--- src/rtl/instr_fetch_ctrl.sv ---
// Instruction fetch/dispatch controller: owns PC and IR, fetches one word, hands it to the execute FSMs until they report done.
// Latency: FETCH, LATCH and DECODE precede EXEC; RETIRE follows it, so overhead is 4 cycles plus the execute length.
// Backpressure: FETCH holds mem_rd until mem_ready; EXEC holds until exec_done or the timeout, which faults and halts.
module instr_fetch_ctrl #(
    parameter int                 ADDR_W       = 8,
    parameter logic [ADDR_W-1:0]  RESET_PC     = '0,
    parameter logic [15:0]        OP_VALID     = 16'h0006,
    parameter logic [3:0]         OP_HALT      = 4'b1111,
    parameter int                 EXEC_TIMEOUT = 32
) (
    input  logic              clk,
    input  logic              rst,
    input  logic              run,
    output logic [ADDR_W-1:0] mem_addr,
    output logic              mem_rd,
    input  logic              mem_ready,
    input  logic [15:0]       mem_data,
    output logic [15:0]       fullBitNum,
    input  logic              pc_inc,
    input  logic              exec_done,
    output logic              busy,
    output logic              illegal,
    output logic              halted,
    output logic              fault
);

    localparam int CNT_W = $clog2(EXEC_TIMEOUT + 1);

    typedef enum logic [2:0] {
        S_IDLE   = 3'd0,
        S_FETCH  = 3'd1,
        S_LATCH  = 3'd2,
        S_DECODE = 3'd3,
        S_EXEC   = 3'd4,
        S_RETIRE = 3'd5,
        S_HALT   = 3'd6
    } state_t;

    state_t             r_state;
    state_t             w_next;
    logic [ADDR_W-1:0]  r_pc;
    logic [15:0]        r_ir;
    logic [15:0]        r_full;
    logic               r_illegal;
    logic               r_fault;
    logic [CNT_W-1:0]   r_cnt;

    logic               w_illegal;
    logic               w_timeout;
    logic               w_pc_step;
    logic [3:0]         w_opcode;

    assign w_opcode   = r_ir[15:12];
    assign mem_addr   = r_pc;
    assign mem_rd     = (r_state == S_FETCH);
    assign busy       = (r_state != S_IDLE) && (r_state != S_HALT);
    assign halted     = (r_state == S_HALT);
    assign fullBitNum = r_full;
    assign illegal    = r_illegal;
    assign fault      = r_fault;

    // Next-state decode plus the single-cycle control strobes derived from it.
    always_comb begin
        w_next    = r_state;
        w_illegal = 1'b0;
        w_timeout = 1'b0;
        w_pc_step = 1'b0;
        case (r_state)
            S_IDLE:   if (run) w_next = S_FETCH;
            S_FETCH:  if (mem_ready) w_next = S_LATCH;
            S_LATCH: begin
                w_pc_step = 1'b1;
                w_next    = S_DECODE;
            end
            S_DECODE: begin
                if (w_opcode == OP_HALT) begin
                    w_next = S_HALT;
                end else if (OP_VALID[w_opcode]) begin
                    w_next = S_EXEC;
                end else begin
                    w_illegal = 1'b1;
                    w_next    = S_RETIRE;
                end
            end
            S_EXEC: begin
                w_pc_step = pc_inc;
                // done takes priority over a timeout landing on the same cycle
                if (exec_done) begin
                    w_next = S_RETIRE;
                end else if (r_cnt == CNT_W'(EXEC_TIMEOUT - 1)) begin
                    w_timeout = 1'b1;
                    w_next    = S_HALT;
                end
            end
            S_RETIRE: w_next = run ? S_FETCH : S_IDLE;
            S_HALT:   w_next = S_HALT;
            default:  w_next = S_IDLE;
        endcase
    end

    // State register.
    always_ff @(posedge clk) begin
        if (rst) r_state <= S_IDLE;
        else     r_state <= w_next;
    end

    // PC and IR: PC wraps naturally at 2^ADDR_W; IR loads only on the accepted read.
    always_ff @(posedge clk) begin
        if (rst) begin
            r_pc <= RESET_PC;
            r_ir <= '0;
        end else begin
            if (w_pc_step)                      r_pc <= r_pc + ADDR_W'(1);
            if (r_state == S_FETCH && mem_ready) r_ir <= mem_data;
        end
    end

    // Registered outputs: instruction is exposed only while in EXEC, strobes and sticky fault.
    always_ff @(posedge clk) begin
        if (rst) begin
            r_full    <= '0;
            r_illegal <= 1'b0;
            r_fault   <= 1'b0;
        end else begin
            r_full    <= (w_next == S_EXEC) ? r_ir : 16'h0000;
            r_illegal <= w_illegal;
            if (w_timeout) r_fault <= 1'b1;
        end
    end

    // EXEC cycle counter: zero outside EXEC so it starts clean on every entry.
    always_ff @(posedge clk) begin
        if (rst || r_state != S_EXEC) r_cnt <= '0;
        else                          r_cnt <= r_cnt + CNT_W'(1);
    end

endmodule

--- config.mk ---
export PLATFORM = sky130hd
export DESIGN_NAME = instr_fetch_ctrl
export DESIGN_NICKNAME = d
export VERILOG_FILES = /design/src/rtl/instr_fetch_ctrl.sv
export SDC_FILE = /design/constraint.sdc
export NUM_CORES = 1
export LEC_CHECK = 0
export ABC_AREA = 0
export ABC_CLOCK_PERIOD_IN_PS = 2390
export CORE_ASPECT_RATIO = 0.8
export CORE_UTILIZATION = 52
export CTS_CLUSTER_SIZE = 30
export DETAILED_ROUTE_END_ITERATION = 10
export PLACE_DENSITY = 0.83
export RECOVER_POWER = 100
export SYNTH_ARGS = -nofsm -noshare
export SYNTH_HDL_FRONTEND = slang
export SYNTH_SLANG_ARGS = --single-unit
--- constraint.sdc ---
create_clock -name clk -period 2.39 [get_ports clk]
set_input_delay 0.478 -clock clk [delete_from_list [all_inputs] [get_ports clk]]
set_output_delay 0.478 -clock clk [all_outputs]
set_load 0.03 [all_outputs]
==> flow_metrics.env <==
export IMPL_start_kind="register"
export IMPL_drc=0
export IMPL_p_int_mw=1.27
export IMPL_dieWidth_um=73.1
export IMPL_critPathKind="reg2out"
export IMPL_pre_cts_slack_ns=0.256
export IMPL_syn_nets=260
export IMPL_cts_buffer_depth=2
export IMPL_clock_sinks=52
export IMPL_drive_gt1_frac=0.0944
export IMPL_num_vias=1780
export IMPL_max_cap_violations=0
export IMPL_critical_path_max_stage_delay_ns=0.67
export IMPL_fmax_mhz=439
export IMPL_period_needed_ns=2.28
export IMPL_synthFlopType="dfxtp_1"
export IMPL_crit_path_cell_trace="buf_4 -> and3_1 -> clkdlybuf4s50_1"
export IMPL_netlist_area_um2=2100
export IMPL_wl_per_cell_um=12.8
export IMPL_holdPathStages=2
export IMPL_insertion_delay_ns=0.31
export IMPL_hold_class="reg2reg"
export IMPL_status="complete, no violations"
export IMPL_seqPwrFrac=0.540
export IMPL_cts_setup_buffers=0
export IMPL_r2r_slack_ns=0.43
export IMPL_dpl_hpwl_um=2960
export IMPL_die_h_um=58.9
export IMPL_power_mw=1.68
export IMPL_path_max_fanout=8
export IMPL_synth_top_area_share=0.495
export IMPL_relSlewSlack=0.535
export IMPL_required_ns=1.91
export IMPL_antenna_found_initial=0
export IMPL_r2r_start="r_state[0]"
export IMPL_p_clk_frac=0.356
export IMPL_gp_congestion=0.797
export IMPL_pwr_share_comb=0.104
export IMPL_ys_seq_area_frac=0.495
export IMPL_diodes=0
export IMPL_routed_wirelength_um=4360
export IMPL_critPathCaptureType="output pin"
export IMPL_synth_top_cell_by_area="dfxtp_1"
export IMPL_die_area_um2=4310
export IMPL_synth_edff_count=0
export IMPL_power_share_switching=0.244
export IMPL_cellPowerDensity_nw_per_um2=622
export IMPL_hold_end="fullBitNum[2]"
export IMPL_syn_to_final_growth_pct=28.0
export IMPL_grt_first_pass_wirelength_um=6960
export IMPL_cts_buffers=5
export IMPL_r2r_cells=5
export IMPL_initial_core_util=0.550
export IMPL_setup_violations_final=0
export IMPL_path_clk_slew_ns=0.09
export IMPL_worstHoldStart="r_ir[2]"
export IMPL_layout_worst_path_cycle_share=0.953
export IMPL_port_buffers=50
export IMPL_dr_pass1_iters=4
export IMPL_synth_cells_most_frequent="52 x dfxtp_1, 36 x nand2_1, 25 x nor2_1, 24 x nand3_1, 22 x a21oi_1"
export IMPL_ys_warn_count=0
export IMPL_synth_seq_cells=52
export IMPL_synthMostInstantiatedCell="dfxtp_1"
export IMPL_cts_root_buffer="clkbuf_8"
export IMPL_tritoncts="built"
export IMPL_vdd_drop_max_mv=0.312
export IMPL_drtIter0Drc=124
export IMPL_critPathArrivalTime_ns=1.80
export IMPL_cp_slowest_cell="clkdlybuf4s50_1"
export IMPL_grt_max_degree=33
export IMPL_placed_area_um2=2620
export IMPL_grt_usage=0.217
export IMPL_r2r_end="fullBitNum[14]"
export IMPL_finalHoldViolCount=0
export IMPL_overflow=0
export IMPL_htreeDepth=2
export IMPL_syn_area_per_cell_um2=8.92
export IMPL_drv_slew=0
export IMPL_instances_no_fill=341
export IMPL_async_reset_ff_frac=0
export IMPL_leakagePower_nw=1.03
export IMPL_ant_nets=0
export IMPL_dp_cells=333
export IMPL_rsz0062_at_grt="false"
export IMPL_coreArea_um2=3830
export IMPL_final_cell_area_um2=2690
export IMPL_synth_distinct_cells=43
export IMPL_fin_skew_ns=0.00548
export IMPL_avgViaCountPerCell=5.22
export IMPL_io_pin_count=51
export IMPL_netlist_instances=236
export IMPL_tns_ns=0
export IMPL_rows=20
export IMPL_nets=309
export IMPL_yosys_top_cells_area="dfxtp_1 49%, nand2_1 6.4%, nand3_1 5.7%"
export IMPL_power_switching_uw=410
export IMPL_worst_pin_slew_ns=0.697
export IMPL_fin_ws_ns=0.111
export IMPL_grt_pass1_vias=1494
[sequential cells by signal, indices dropped and copies added (netlist names), named ones only]
name,flops
fault,1
mem_addr,8
r_state,3
r_cnt,6
illegal,1
fullBitNum,16
r_ir,16
[worst max-delay path, delay by kind of cell (launching register included)]
kind,cells,cell delay [ns]
buffers and inverters,2,0.86
and+or+nand+nor,1,0.15
DFF,1,0.47
[cells by family after synthesis]
family,count (synthesis),share of synthesized area
muxes,2,0.0101
buffers and inverters,16,0.0493
AOI/OAI and AO/OA,34,0.100
xor gates and xnor gates,10,0.0416
and+or+nand+nor,120,0.292
adders and majority gates,2,0.0119
DFF,52,0.495
[area by class of cell]
| cell class | count | area (µm²) |
|---|---|---|
| fill | 308 | 1130 |
| sequential | 52 | 1040 |
| multi-input combinational | 168 | 941 |
| timing repair buffer | 55 | 520 |
| clock buffer | 5 | 68.8 |
| tap | 55 | 68.8 |
| clock inverter | 3 | 42.5 |
| inverter | 3 | 11.3 |
[metal layers]
layer | track usage | up-vias | routed length [µm]
met5 | 0 | - | 0
li1 | - | 891 | -
met3 | 0.0634 | 7 | 261
met1 | 0.295 | 830 | 2080
met2 | 0.337 | 52 | 1970
met4 | 0.0588 | 0 | 47
[power groups by stage]
stage                     Combinational, mW  Clock, mW  Sequential (mW)
after floorplan                       0.117          0            0.919
after global placement                0.180          0            0.925
after detailed placement              0.184          0            0.925
after CTS                             0.184      0.602            0.905
after global routing                  0.190      0.647            0.909
final                                 0.174      0.597            0.905
[cells in the final DEF (no fill, tap or decap), drive strengths merged, types with 3 or more instances in the layout]
master,instances
clkbuf,9
nand2,36
a21oi,22
clkdlybuf4s50,21
or4,3
nor2b,4
dfxtp,52
nand2b,3
dlygate4sd3,27
xnor2,5
nand3,24
o31ai,3
nor2,35
xor2,5
[repair_timing]
action,in CTS,in global routing
setup endpoints to repair,1,1
hold buffers,0,0
gates resized for setup,1,1
pin swaps,0,0
[metrics by stage]
| stage | util | hold WS, ns |
|---|---|---|
| finish | 0.704 | 0.442 |
| global route | 0.704 | 0.478 |
| CTS | 0.713 | 0.443 |
| detailed placement | 0.684 | 0.431 |
| global placement | 0.684 | 0.432 |
| floorplan | - | 0.422 |
[worst max-delay path by stage]
stage | cells past startpoint | startpoint | end | slack, ns
after floorplan | 6 | r_state[2] | r_ir[2] | 0.29
after global placement | 5 | pc_inc | mem_addr[5] | 0.30
after detailed placement | 5 | exec_done | fullBitNum[12] | 0.26
after CTS | 3 | r_state[1] | busy | 0.07
after global routing | 3 | r_state[2] | halted | 0.04
final | 3 | r_state[2] | halted | 0.11
No activity file was read; power rests on OpenSTA's default activity.
